[config.mk]
export PLATFORM = sky130hd
export DESIGN_NAME = kbd_sequencer_flat
export DESIGN_NICKNAME = d
export VERILOG_FILES = /design/src/rtl/kbd_sequencer_if.sv /design/src/rtl/kbd_sequencer.sv /design/src/flat_wrapper.sv
export SDC_FILE = /design/constraint.sdc
export NUM_CORES = 1
export LEC_CHECK = 0
export BUFFER_PORTS_ARGS = -buffer_cell sky130_fd_sc_hd__clkbuf_2
export CORE_ASPECT_RATIO = 1.4
export CORE_UTILIZATION = 50
export CTS_CLUSTER_DIAMETER = 30
export DETAILED_ROUTE_END_ITERATION = 8
export PLACE_DENSITY = 0.65
export SYNTH_ARGS = -nofsm -noshare
export SYNTH_HDL_FRONTEND = slang
export SYNTH_SLANG_ARGS = --single-unit
[constraint.sdc]
create_clock -name clk -period 7.91 [get_ports clk]
set_input_delay 0.791 -clock clk [delete_from_list [all_inputs] [get_ports clk]]
set_output_delay 0.791 -clock clk [all_outputs]
set_load 0.01 [all_outputs]
[src/rtl/kbd_sequencer_if.sv]
// Signal bundle between the keyboard sequencer and its environment (PS/2 receiver,
// scancode converter and CPU-side keycode reader).
interface kbd_sequencer_if #(
  parameter int DEPTH = 8
);
  localparam int CW = $clog2(DEPTH) + 1;

  logic          rx_valid;
  logic [7:0]    rx_data;
  logic          conv_strobe;
  logic [7:0]    conv_code;
  logic          conv_reset;
  logic          conv_valid;
  logic [7:0]    conv_keycode;
  logic          kc_valid;
  logic [7:0]    kc_data;
  logic          kc_ack;
  logic [CW-1:0] kc_count;
  logic          rx_overrun;
  logic          kc_overrun;
  logic          clr_overrun;
  logic          kbd_reset_seen;

  modport slave (
    input  rx_valid, rx_data, conv_valid, conv_keycode, kc_ack, clr_overrun,
    output conv_strobe, conv_code, conv_reset, kc_valid, kc_data, kc_count,
           rx_overrun, kc_overrun, kbd_reset_seen
  );

  modport master (
    output rx_valid, rx_data, conv_valid, conv_keycode, kc_ack, clr_overrun,
    input  conv_strobe, conv_code, conv_reset, kc_valid, kc_data, kc_count,
           rx_overrun, kc_overrun, kbd_reset_seen
  );
endinterface

[src/rtl/kbd_sequencer.sv]
// Scan bytes -> 4-deep queue -> protocol filter/pacer -> converter; converter keycodes -> DEPTH-deep FIFO.
// Byte reaches conv_strobe 2 cycles after rx_valid, strobes spaced GAP+2; full queues drop and set sticky overrun.
module kbd_sequencer #(
  parameter int GAP   = 100,
  parameter int DEPTH = 8
) (
  input logic            clk,
  input logic            reset_n,
  kbd_sequencer_if.slave bus
);
  localparam int AW = $clog2(DEPTH);
  localparam int CW = AW + 1;
  localparam int GW = $clog2(GAP + 1);

  typedef enum logic [1:0] {IDLE, ISSUE, WAIT} state_e;

  state_e        state_q, state_d;
  logic [GW-1:0] gap_q, gap_d;
  logic [7:0]    conv_code_q, conv_code_d;
  logic          conv_strobe_q, conv_strobe_d;
  logic          conv_reset_q, conv_reset_d;
  logic          rst_seen_q, rst_seen_d;

  logic [7:0]    rxq_q [4];
  logic [7:0]    rxq_d [4];
  logic [1:0]    rxq_wr_q, rxq_wr_d, rxq_rd_q, rxq_rd_d;
  logic [2:0]    rxq_cnt_q, rxq_cnt_d;
  logic          rx_ovr_q, rx_ovr_d;
  logic          rxq_pop, rxq_push, rxq_full, rx_drop;
  logic [7:0]    head;

  logic [7:0]    kcq_q [DEPTH];
  logic [7:0]    kcq_d [DEPTH];
  logic [AW-1:0] kc_wr_q, kc_wr_d, kc_rd_q, kc_rd_d;
  logic [CW-1:0] kc_cnt_q, kc_cnt_d, kc_left;
  logic [7:0]    kc_data_q, kc_data_d;
  logic          kc_ovr_q, kc_ovr_d;
  logic          kc_pop, kc_push, kc_full, kc_drop;

  // Keyboard protocol responses; none of them is a key in scan set 2.
  function automatic logic is_filtered(input logic [7:0] b);
    return (b == 8'h00) || (b == 8'hAA) || (b == 8'hEE) || (b == 8'hFA) ||
           (b == 8'hFC) || (b == 8'hFE) || (b == 8'hFF);
  endfunction

  assign head = rxq_q[rxq_rd_q];

  always_comb begin
    state_d       = state_q;
    gap_d         = gap_q;
    conv_code_d   = conv_code_q;
    conv_strobe_d = 1'b0;
    conv_reset_d  = 1'b0;
    rst_seen_d    = 1'b0;
    rxq_pop       = 1'b0;
    case (state_q)
      IDLE: begin
        if (rxq_cnt_q != 3'd0) begin
          rxq_pop = 1'b1;
          if (is_filtered(head)) begin
            conv_reset_d = (head == 8'hAA);
            rst_seen_d   = (head == 8'hAA);
          end else begin
            conv_code_d   = head;
            conv_strobe_d = 1'b1;
            state_d       = ISSUE;
          end
        end
      end
      ISSUE: begin
        state_d = WAIT;
        gap_d   = GW'(GAP);
      end
      WAIT: begin
        gap_d = gap_q - 1'b1;
        if (gap_q == GW'(1)) state_d = IDLE;
      end
      default: state_d = IDLE;
    endcase
  end

  // A pop in the same cycle frees a slot, so a write to a full queue still lands.
  always_comb begin
    rxq_full  = (rxq_cnt_q == 3'd4);
    rxq_push  = bus.rx_valid && (!rxq_full || rxq_pop);
    rx_drop   = bus.rx_valid && rxq_full && !rxq_pop;
    rxq_d     = rxq_q;
    if (rxq_push) rxq_d[rxq_wr_q] = bus.rx_data;
    rxq_wr_d  = rxq_wr_q + 2'(rxq_push);
    rxq_rd_d  = rxq_rd_q + 2'(rxq_pop);
    rxq_cnt_d = rxq_cnt_q + 3'(rxq_push) - 3'(rxq_pop);
    rx_ovr_d  = (rx_ovr_q && !bus.clr_overrun) || rx_drop;
  end

  always_comb begin
    kc_full  = (kc_cnt_q == CW'(DEPTH));
    kc_pop   = bus.kc_ack && (kc_cnt_q != '0);
    kc_push  = bus.conv_valid && (!kc_full || kc_pop);
    kc_drop  = bus.conv_valid && kc_full && !kc_pop;
    kcq_d    = kcq_q;
    if (kc_push) kcq_d[kc_wr_q] = bus.conv_keycode;
    kc_wr_d  = kc_wr_q + AW'(kc_push);
    kc_rd_d  = kc_rd_q + AW'(kc_pop);
    kc_cnt_d = kc_cnt_q + CW'(kc_push) - CW'(kc_pop);
    kc_left  = kc_cnt_q - CW'(kc_pop);
    // Head register tracks the post-edge head; an incoming keycode becomes head only if nothing older remains.
    kc_data_d = kc_data_q;
    if (kc_left != '0)  kc_data_d = kcq_q[kc_rd_d];
    else if (kc_push)   kc_data_d = bus.conv_keycode;
    kc_ovr_d = (kc_ovr_q && !bus.clr_overrun) || kc_drop;
  end

  always_ff @(posedge clk or negedge reset_n) begin
    if (!reset_n) begin
      state_q       <= IDLE;
      gap_q         <= '0;
      conv_code_q   <= 8'h00;
      conv_strobe_q <= 1'b0;
      conv_reset_q  <= 1'b0;
      rst_seen_q    <= 1'b0;
      rxq_q         <= '{default: 8'h00};
      rxq_wr_q      <= '0;
      rxq_rd_q      <= '0;
      rxq_cnt_q     <= '0;
      rx_ovr_q      <= 1'b0;
      kcq_q         <= '{default: 8'h00};
      kc_wr_q       <= '0;
      kc_rd_q       <= '0;
      kc_cnt_q      <= '0;
      kc_data_q     <= 8'h00;
      kc_ovr_q      <= 1'b0;
    end else begin
      state_q       <= state_d;
      gap_q         <= gap_d;
      conv_code_q   <= conv_code_d;
      conv_strobe_q <= conv_strobe_d;
      conv_reset_q  <= conv_reset_d;
      rst_seen_q    <= rst_seen_d;
      rxq_q         <= rxq_d;
      rxq_wr_q      <= rxq_wr_d;
      rxq_rd_q      <= rxq_rd_d;
      rxq_cnt_q     <= rxq_cnt_d;
      rx_ovr_q      <= rx_ovr_d;
      kcq_q         <= kcq_d;
      kc_wr_q       <= kc_wr_d;
      kc_rd_q       <= kc_rd_d;
      kc_cnt_q      <= kc_cnt_d;
      kc_data_q     <= kc_data_d;
      kc_ovr_q      <= kc_ovr_d;
    end
  end

  assign bus.conv_strobe    = conv_strobe_q;
  assign bus.conv_code      = conv_code_q;
  assign bus.conv_reset     = conv_reset_q;
  assign bus.kbd_reset_seen = rst_seen_q;
  assign bus.kc_valid       = (kc_cnt_q != '0);
  assign bus.kc_data        = kc_data_q;
  assign bus.kc_count       = kc_cnt_q;
  assign bus.rx_overrun     = rx_ovr_q;
  assign bus.kc_overrun     = kc_ovr_q;
endmodule

[src/flat_wrapper.sv]
// flat-port wrapper written by rule: the top's interface ports become plain ports
module kbd_sequencer_flat 
#(
  parameter int GAP   = 100,
  parameter int DEPTH = 8
)
  (clk, reset_n, bus_rx_valid, bus_rx_data, bus_conv_valid, bus_conv_keycode, bus_kc_ack, bus_clr_overrun, bus_conv_strobe, bus_conv_code, bus_conv_reset, bus_kc_valid, bus_kc_data, bus_kc_count, bus_rx_overrun, bus_kc_overrun, bus_kbd_reset_seen);
  kbd_sequencer_if #(.DEPTH(DEPTH)) bus_i ();
  input logic clk;
  input logic reset_n;
  input wire logic [$bits(bus_i.rx_valid)-1:0] bus_rx_valid;
  input wire logic [$bits(bus_i.rx_data)-1:0] bus_rx_data;
  input wire logic [$bits(bus_i.conv_valid)-1:0] bus_conv_valid;
  input wire logic [$bits(bus_i.conv_keycode)-1:0] bus_conv_keycode;
  input wire logic [$bits(bus_i.kc_ack)-1:0] bus_kc_ack;
  input wire logic [$bits(bus_i.clr_overrun)-1:0] bus_clr_overrun;
  output wire logic [$bits(bus_i.conv_strobe)-1:0] bus_conv_strobe;
  output wire logic [$bits(bus_i.conv_code)-1:0] bus_conv_code;
  output wire logic [$bits(bus_i.conv_reset)-1:0] bus_conv_reset;
  output wire logic [$bits(bus_i.kc_valid)-1:0] bus_kc_valid;
  output wire logic [$bits(bus_i.kc_data)-1:0] bus_kc_data;
  output wire logic [$bits(bus_i.kc_count)-1:0] bus_kc_count;
  output wire logic [$bits(bus_i.rx_overrun)-1:0] bus_rx_overrun;
  output wire logic [$bits(bus_i.kc_overrun)-1:0] bus_kc_overrun;
  output wire logic [$bits(bus_i.kbd_reset_seen)-1:0] bus_kbd_reset_seen;
  assign bus_i.rx_valid = bus_rx_valid;
  assign bus_i.rx_data = bus_rx_data;
  assign bus_i.conv_valid = bus_conv_valid;
  assign bus_i.conv_keycode = bus_conv_keycode;
  assign bus_i.kc_ack = bus_kc_ack;
  assign bus_i.clr_overrun = bus_clr_overrun;
  assign bus_conv_strobe = bus_i.conv_strobe;
  assign bus_conv_code = bus_i.conv_code;
  assign bus_conv_reset = bus_i.conv_reset;
  assign bus_kc_valid = bus_i.kc_valid;
  assign bus_kc_data = bus_i.kc_data;
  assign bus_kc_count = bus_i.kc_count;
  assign bus_rx_overrun = bus_i.rx_overrun;
  assign bus_kc_overrun = bus_i.kc_overrun;
  assign bus_kbd_reset_seen = bus_i.kbd_reset_seen;
  kbd_sequencer #(.GAP(GAP), .DEPTH(DEPTH)) u_core (.clk(clk), .reset_n(reset_n), .bus(bus_i));
endmodule
==> flow_metrics.tcl, run 1 <==
set metrics [dict create \
    syn_nets 513 \
    maxSlewViolCount 0 \
    top_layer "met4" \
    worst-endpoint-required_ns 8.20 \
    synth.area.top_cells "dfrtp_1 54%, mux2_2 16%, mux4_2 7.8%" \
    static-leakage-power_nw 3.336 \
    areaGrowthSynthToFinish_pct 14.18 \
    boundaryPins 48 \
    timing.final.hold_violations 0 \
    synthCells 468 \
    number_of_antenna_violations_at_the_first_check_in_global_routing 0 \
    cts_setup_buffers 0 \
    period_needed_ns 3.550 \
    tritoncts.num_buffers 17 \
    syn_area_sq_um 6608 \
    cell_internal_pwr_mw 2.354 \
    tritoncts_clock_tree "done" \
    first_pass_iters 4 \
    synth_enable_flop_cells 0 \
    m1WireLength_microns 5072 \
    powerDensity_nw_per_um2 471.4 \
    core_region_area_sq_um 12870 \
    fmaxAchievable_mhz 281.7 \
    ctsHoldBuffers 0 \
    cts.sinks 142 \
    fin_util 0.5860 \
    design.die.area_sq_um 13690 \
    layout_worst_path_cycle_share 0.4488 \
    die_w_microns 99.16 \
    setup-tns-final_ns 0 \
    routed_length_on_met3_microns 379 \
    insertedDiodeCount 0 \
    cts_resized 0 \
    final.fill_count 998 \
    htree_levels 4 \
    grt_pass1_wl_microns 20780 \
    power.share.combinational 0.416 \
    critical_path.startpoint_type "register" \
    crit_chain "inv_1 > ha_1 > nand2_1 > o21ai_1 > clkinv_1 > nand4b_1 > mux2_2" \
    grt_pass1_vias 4112 \
    fp-row-count 49 \
    max_slew_margin 0.2402 \
    yosys.cell_count.top_type "dfrtp_1" \
    power.ir.vdd_worst_mv 0.2929 \
    max_stage_delay_ns 0.88 \
    grt_max_degree 83 \
    remaining_drcs 0 \
    clkPwrFrac 0.209 \
    cts_max_path_buffers 2 \
    synth_area_per_cell_sq_um 14.12 \
    vias 3934 \
    net-switching-power_mw 1.203 \
    antenna_left 0 \
    clock_tree.root_cell "clkbuf_16" \
    p_seq_frac 0.376 \
    placement.io_buffers 47 \
    synth_seq_area_share 0.5378 \
    finalPower_mw 3.557 \
    grt.total_usage 0.2005 \
    synth_top_area_frac 0.5378 \
    floorplan.initialDensity 0.5132 \
    critical-path-slowest-cell "o21ai_1" \
    synth_largest_area_cell "dfrtp_1" \
    clk_pin_slew_worst_paths_ns 0.06 \
    vias_per_cell 5.751 \
    critical_path_peak_fanout 15 \
    critPathKind "register to register" \
    synth.top_cells.by_count "142 x dfrtp_1, 96 x mux2_2, 28 x nand2_1, 23 x inv_1, 23 x mux4_2" \
    unrepaired_setup_endpoints_after_global_routing "no" \
    timing_worst_slew_pin_value_ns 1.132 \
    die_height_microns 138.0 \
    grt.overflow.total 0 \
    power.share.switching 0.3382 \
    setup_viol_count_final 0 \
    final_setup_skew_ns 0.007008 \
    layout-drive-gt1-share 0.4068 \
    setup.worst_path.end_class "register" \
    unique_masters_post_synth 45 \
    nets 564 \
    first_iter_violations 131 \
    yosys_register_bits 142 \
    ys.warnings.count 0 \
    max_capacitance_violation_count 0 \
    min_delay_path_class "primary input to async pin" \
    detailroute.wirelength.met2_microns 6850 \
    worst-endpoint-arrival_ns 3.84 \
    gp_routability_congestion 0.7373 \
    ys.flop_type "dfrtp_1" \
    clock_latency_on_the_worst_skew_pair_ns 0.41 \
    async_flop_share 1.000 \
    outcome "finished, final reports clean" \
    wire_per_inst_microns 18.37 \
    routed_wirelength_microns 12560 \
    place.detailed.hpwl_microns 8664 \
]
-- worst paths after layout --
path | cells after the start | slack, ns | endpoint | from
min in group clk | 1 | 0.50 | u_core.rxq_q[14] | u_core.rxq_q[14]
worst min-delay path | 1 | 0.34 | u_core.gap_q[1] | reset_n
max in group asynchronous | 2 | 6.13 | u_core.bus.kc_data[0] | reset_n
worst min register to register | 1 | 0.50 | u_core.rxq_q[14] | u_core.rxq_q[14]
worst max-delay path | 7 | 4.36 | u_core.kcq_q[38] | u_core.bus.kc_count[2]
worst max register to register | 7 | 4.36 | u_core.kcq_q[38] | u_core.bus.kc_count[2]
-- cell type report --
cell class / count / area (sq um) / area share
Sequential cell: 142 / 3553 / 0.4710
Multi-Input combinational cell: 284 / 2889 / 0.3829
Clock buffer: 18 / 439.2 / 0.05821
Timing Repair Buffer: 50 / 264.0 / 0.03499
Tap cell: 153 / 191.4 / 0.02537
Clock inverter: 13 / 117.6 / 0.01559
Inverter: 24 / 90.09 / 0.01194
-- flip-flops by register name (all words and copies together), names as in the netlist, 2 cells and up --
name                  flops
u_core.rxq_rd_q           2
u_core.bus.kc_data        8
u_core.rxq_cnt_q          3
u_core.kc_wr_q            3
u_core.kcq_q             64
u_core.state_q            2
u_core.rxq_wr_q           2
u_core.gap_q              7
u_core.kc_rd_q            3
u_core.rxq_q             32
u_core.bus.conv_code      8
u_core.bus.kc_count       4
-- per-layer routing --
layer  track usage  vias up
met4       0.08127        0
li1              -     1809
met1        0.2373     2031
met2        0.3537       71
met5             0        -
met3       0.04146       23
-- critical path: cells and delay by family, from the launching register on --
kind                       cells  cell delay (ns)
adders and majority gates      1             0.18
AOI/OAI and AO/OA              1             0.88
DFF                            1             0.41
buffers and inverters          2             0.89
and+or+nand+nor                2             0.67
muxes                          1             0.40
-- layout by cell type, fill, tap and decap left out, drive strengths merged, types with 2 or more instances in the layout --
| master | n |
|---|---|
| nor4 | 2 |
| ha | 21 |
| mux2 | 104 |
| clkinv | 9 |
| a211oi | 11 |
| xor2 | 7 |
| nor4b | 4 |
| clkinvlp | 2 |
| xnor2 | 3 |
| fa | 2 |
| nor3 | 3 |
| clkbuf | 64 |
| dfrtp | 142 |
| nand4b | 2 |
| mux4 | 24 |
| o21ai | 11 |
| mux2i | 2 |
| a31oi | 9 |
| a21oi | 6 |
| nand3 | 9 |
| or4 | 2 |
| nor2 | 9 |
| nand4 | 2 |
| nand3b | 4 |
| inv | 25 |
| buf | 4 |
| nor2b | 10 |
| nand2 | 28 |
-- kinds of logic after synthesis --
family | synth area share
multiplexers | 0.2672
XOR/XNOR | 0.01326
AND/OR/NAND/NOR | 0.06647
buffers and inverters | 0.02594
flip-flops | 0.5378
adder cells (fa/ha/maj) | 0.04582
AO/OA/AOI/OAI | 0.04355
-- power by group through the flow --
stage               Combinational [mW]  Sequential [mW]  Clock (mW)
detailed placement                1.49             1.35           0
floorplan                         1.19             1.27           0
global route                      1.63             1.39       0.789
global placement                  1.44             1.34           0
CTS                               1.50             1.34       0.756
finish                            1.48             1.34       0.742
-- per-stage QoR --
stage / instances / setup WS (ns) / area (sq um) / hold slack, ns
floorplan: 468 / 4.859 / 6608 / 0.4704
global placement: 653 / 4.255 / 6988 / 0.4803
detailed placement: 653 / 4.138 / 6988 / 0.4874
CTS: 684 / 4.314 / 7545 / 0.3599
global route: 684 / 4.125 / 7545 / 0.3658
finish: 684 / 4.360 / 7545 / 0.3390
No activity file was read; power rests on OpenSTA's default activity.
==> inputs of run 2 (changes only) <==
PLACE_DENSITY = 0.68   (was 0.65)
clock period = 3 ns   (was 7.91 ns; I/O delays follow)
==> flow_metrics.tcl, run 2 (synthesized netlist as in run 1, its figures left out) <==
set metrics [dict create \
    registers.top_by_ff_count "u_core.kcq_q" \
    vias_per_cell 5.795 \
    htree_levels 4 \
    antenna_left 0 \
    gp_routability_congestion 0.7963 \
    critical_path.startpoint_type "register" \
    worst-endpoint-required_ns 3.30 \
    fmaxAchievable_mhz 372.3 \
    die_height_microns 138.0 \
    crit_chain "mux4_2 > or4_1 > a21oi_4 > a211oi_4 > mux2_4" \
    grt_max_degree 74 \
    cts.sinks 142 \
    timing.final.hold_violations 0 \
    setup-tns-final_ns 0 \
    floorplan.initialDensity 0.5132 \
    tritoncts_clock_tree "done" \
    outcome "finished, final reports clean" \
    die_w_microns 99.16 \
    core_region_area_sq_um 12870 \
    critical-path-slowest-cell "or4_1" \
    place_ws_ns 0.3477 \
    final_setup_skew_ns 0.007409 \
    unrepaired_setup_endpoints_after_global_routing "no" \
    grt_pass1_wl_microns 21620 \
    number_of_antenna_violations_at_the_first_check_in_global_routing 0 \
    powerDensity_nw_per_um2 1246 \
    tritoncts.num_buffers 17 \
    areaGrowthSynthToFinish_pct 16.64 \
    layout_worst_path_cycle_share 0.8954 \
    max_slew_margin 0.5063 \
    max_stage_delay_ns 0.63 \
    largest_registers "u_core.kcq_q: 64 flops, u_core.rxq_q: 32 flops" \
    setup_viol_count_final 0 \
    detailed_place.area_sq_um 7106 \
    grt.overflow.total 0 \
    cp-startpoint "u_core.rxq_rd_q[0]" \
    first_iter_violations 142 \
    place.detailed.hpwl_microns 9134 \
    period_needed_ns 2.686 \
    setup.worst_path.end_class "register" \
    post-route-worst-setup-slack_ns 0.3139 \
    grt_pass1_vias 4240 \
    grt.total_usage 0.2128 \
    design.die.area_sq_um 13690 \
    clock_tree.root_cell "clkbuf_16" \
    worst-endpoint-arrival_ns 2.99 \
    boundaryPins 48 \
    cpLargestDelayFamily "multiplexers" \
    clk_pin_slew_worst_paths_ns 0.06 \
    clock_latency_on_the_worst_skew_pair_ns 0.43 \
    max_capacitance_violation_count 0 \
    remaining_drcs 0 \
    timing_worst_slew_pin_value_ns 0.7219 \
    insertedDiodeCount 0 \
    multiInputGateArea_sq_um 2889 \
    critPathKind "register to register" \
    register_area_sq_um 3553 \
    min_delay_path_class "primary input to register" \
    final.fill_count 991 \
    post-route-cell-area_sq_um 7707 \
    static-leakage-power_nw 3.427 \
    layout_commonest_cell "dfrtp_1" \
    first_pass_iters 4 \
    hold_start "bus_clr_overrun" \
    cts_setup_buffers 0 \
    layout-drive-gt1-share 0.4202 \
    critical_r2r_launch "u_core.rxq_rd_q[0]" \
    most-common-layout-cells "142 x dfrtp_1, 96 x mux2_2, 46 x clkbuf_2, 28 x nand2_1" \
    critical_path.n_buffers_inverters 0 \
    cts_max_path_buffers 2 \
    vias 4045 \
    largest_register_ff_count 64 \
    post_layout_nonfiller_instances 698 \
    critical_path_peak_fanout 9 \
    nets 579 \
    finalPower_mw 9.607 \
    placement.io_buffers 47 \
    power.ir.vdd_worst_mv 0.5707 \
    maxSlewViolCount 0 \
    fp-row-count 49 \
    numPlacedInstances 667 \
    cts_resized 0 \
    wire_per_inst_microns 19.17 \
    routed_wirelength_microns 13380 \
]
## run 2: per-stage QoR
stage | util | hold WS [ns]
after floorplan | - | 0.004409
after global placement | 0.5519 | 0.3521
after detailed placement | 0.5519 | 0.3690
after CTS | 0.5986 | 0.07661
after global routing | 0.5986 | 0.1014
final | 0.5986 | 0.08761
## run 2: worst reg2reg max path, delay by kind of cell (launching register included)
family          cells  cell delay (ns)
simple gates        1             0.63
compound gates      2             0.34
flops               1             0.62
mux                 2             0.97
## run 2: power breakdown
group | internal, mW | switching, mW | total [mW]
clock | 1.30 | 0.784 | 2.09
combinational | 2.22 | 1.77 | 4.00
sequential | 2.90 | 0.627 | 3.52
total | 6.42 | 3.19 | 9.61
## run 2: layer usage
layer  GRT usage  vias to the layer above  part of all wire
met5           0                        -                 0
li1            -                     1830                 -
met4      0.1231                        0             0.037
met3     0.05308                       35             0.042
met2      0.3596                      105              0.53
met1      0.2443                     2075              0.39
## run 2: final timing paths
path / end / slack (ns) / depth (start not counted)
max reg2reg: u_core.bus.conv_code[3] / 0.31 / 5
min: u_core.bus.rx_overrun / 0.09 / 2
min in group asynchronous: u_core.gap_q[2] / 0.46 / 2
min reg2reg: u_core.kcq_q[11] / 0.50 / 1
max in group asynchronous: u_core.bus.kc_data[0] / 1.73 / 3
max: u_core.bus.conv_code[3] / 0.31 / 5
## run 2: layout make-up
class                           count  share of cell area
Sequential cell                   142              0.4610
Timing Repair Buffer               65             0.05081
Tap cell                          153             0.02484
Multi-Input combinational cell    284              0.3748
Clock buffer                       21             0.06234
Inverter                           24             0.01169
Clock inverter                      9             0.01445
## run 2: timing repair
item	CTS	global route
hold endpoints to repair	70	0
hold buffers	1	0
endpoints found under the setup margin	0	0
==> inputs of run 3 (changes only) <==
CORE_MARGIN = 4   (was default)
==> flow_metrics.tcl, run 3 (synthesized netlist as in run 1, its figures left out) <==
set metrics [dict create \
    design.die.area_sq_um 15140 \
    insertedDiodeCount 0 \
    routed_length_on_met3_microns 401 \
    hold_slack_ns 0.1088 \
    detailroute.wirelength.met2_microns 6909 \
    unrepaired_setup_endpoints_after_global_routing "no" \
    cts.sinks 142 \
    cts_max_path_buffers 2 \
    remaining_drcs 0 \
    layout-drive-gt1-share 0.4191 \
    nets 576 \
    vias_per_cell 5.755 \
    floorplan.initialDensity 0.5132 \
    fp-row-count 49 \
    die_height_microns 144.0 \
    registers.top_by_ff_count "u_core.kcq_q" \
    outcome "finished, final reports clean" \
    place.detailed.hpwl_microns 8837 \
    most-common-layout-cells "142 x dfrtp_1, 96 x mux2_2, 46 x clkbuf_2, 28 x nand2_1" \
    grt_max_degree 75 \
    maxSlewViolCount 0 \
    grt_pass1_vias 4241 \
    number_of_antenna_violations_at_the_first_check_in_global_routing 0 \
    gp_routability_congestion 0.7994 \
    static-leakage-power_nw 3.451 \
    critical_path_peak_fanout 17 \
    period_needed_ns 2.684 \
    tritoncts.num_buffers 17 \
    grt.overflow.total 0 \
    clk_pin_slew_worst_paths_ns 0.06 \
    timing.final.hold_violations 0 \
    antenna_left 0 \
    core_region_area_sq_um 12870 \
    powerDensity_nw_per_um2 1262 \
    clock_tree.root_cell "clkbuf_16" \
    wire_per_inst_microns 18.85 \
    htree_levels 4 \
    first_pass_iters 5 \
    critPathKind "register to register" \
    grt_pass1_wl_microns 22110 \
    top_layer "met4" \
    setup-tns-final_ns 0 \
    min_delay_path_class "primary input to register" \
    layout_commonest_cell "dfrtp_1" \
    die_w_microns 105.2 \
    grt.total_usage 0.1897 \
    power.ir.vdd_worst_mv 0.5935 \
    worst-endpoint-arrival_ns 2.96 \
    worst-endpoint-required_ns 3.28 \
    placement.io_buffers 47 \
    m1WireLength_microns 5683 \
    cts_resized 0 \
    areaGrowthSynthToFinish_pct 17.48 \
    max_slew_margin 0.5310 \
    largest_register_ff_count 64 \
    clock_latency_on_the_worst_skew_pair_ns 0.41 \
    final_setup_skew_ns 0.008217 \
    setup.worst_path.end_class "register" \
    critical_path.startpoint_type "register" \
    layout_worst_path_cycle_share 0.8947 \
    largest_registers "u_core.kcq_q: 64 flops, u_core.rxq_q: 32 flops" \
    routed_wirelength_microns 13140 \
    tritoncts_clock_tree "done" \
    vias 4011 \
    fmaxAchievable_mhz 372.6 \
    setup_viol_count_final 0 \
    timing_worst_slew_pin_value_ns 0.6857 \
    first_iter_violations 160 \
    max_capacitance_violation_count 0 \
    boundaryPins 48 \
]
[run 3: metrics by stage]
stage | utilization | instance area, sq um | cells | worst slack (ns) | power [mW]
floorplan | - | 6610 | 468 | 0.04178 | 6.488
global placement | 0.5521 | 7108 | 664 | 0.4468 | 7.377
detailed placement | 0.5521 | 7108 | 664 | 0.3796 | 7.611
CTS | 0.6029 | 7762 | 697 | 0.3135 | 9.915
global route | 0.6029 | 7762 | 697 | 0.1368 | 10.48
finish | 0.6029 | 7762 | 697 | 0.3159 | 9.799
[run 3: layout make-up]
| cell class | count | area, sq um |
|---|---|---|
| clock buffer | 18 | 439.2 |
| clock inverter | 14 | 205.2 |
| fill | 1016 | 5112 |
| inverter | 24 | 90.09 |
| multi-input combinational | 284 | 2889 |
| sequential | 142 | 3553 |
| tap | 153 | 191.4 |
| timing repair buffer | 62 | 394.1 |
[run 3: path summary, 6_finish.rpt]
check / startpoint / to / slack (ns) / cells after the start
setup / recovery: u_core.bus.kc_count[2] / u_core.bus.kc_data[6] / 0.32 / 11
max in group asynchronous: reset_n / u_core.kc_rd_q[0] / 1.73 / 3
hold / removal: bus_clr_overrun / u_core.bus.rx_overrun / 0.11 / 2
min in group asynchronous: reset_n / u_core.gap_q[4] / 0.47 / 2
setup reg to reg: u_core.bus.kc_count[2] / u_core.bus.kc_data[6] / 0.32 / 11
hold reg to reg: u_core.kcq_q[11] / u_core.kcq_q[11] / 0.50 / 1
[run 3: where the power goes]
group	switching (mW)	internal (mW)	total, mW
Sequential	0.584	2.90	3.48
Combinational	1.80	2.25	4.06
Clock	0.831	1.43	2.26
Total	3.22	6.58	9.80
[run 3: worst max-delay path, stage by stage (launching register included)]
cell and delay, ns:
dfrtp_1 0.40, inv_1 0.14, ha_1 0.18, nand2_1 0.06, and2_1 0.20, ha_1 0.19
ha_1 0.27, buf_4 0.27, mux4_2 0.33, nor2b_1 0.16, a211oi_1 0.27, a31oi_1 0.07
[run 3: routing by layer]
| metal | vias to the layer above | track usage |
|---|---|---|
| met5 | - | 0 |
| met4 | 0 | 0.06565 |
| met3 | 11 | 0.03930 |
| met2 | 70 | 0.3216 |
| met1 | 2093 | 0.2449 |
| li1 | 1837 | - |
[run 3: repair_timing]
action                                 CTS  global route
setup endpoints to repair                0             0
endpoints found under the hold margin   72             0
buffers inserted                         0             0
hold buffers                             1             0
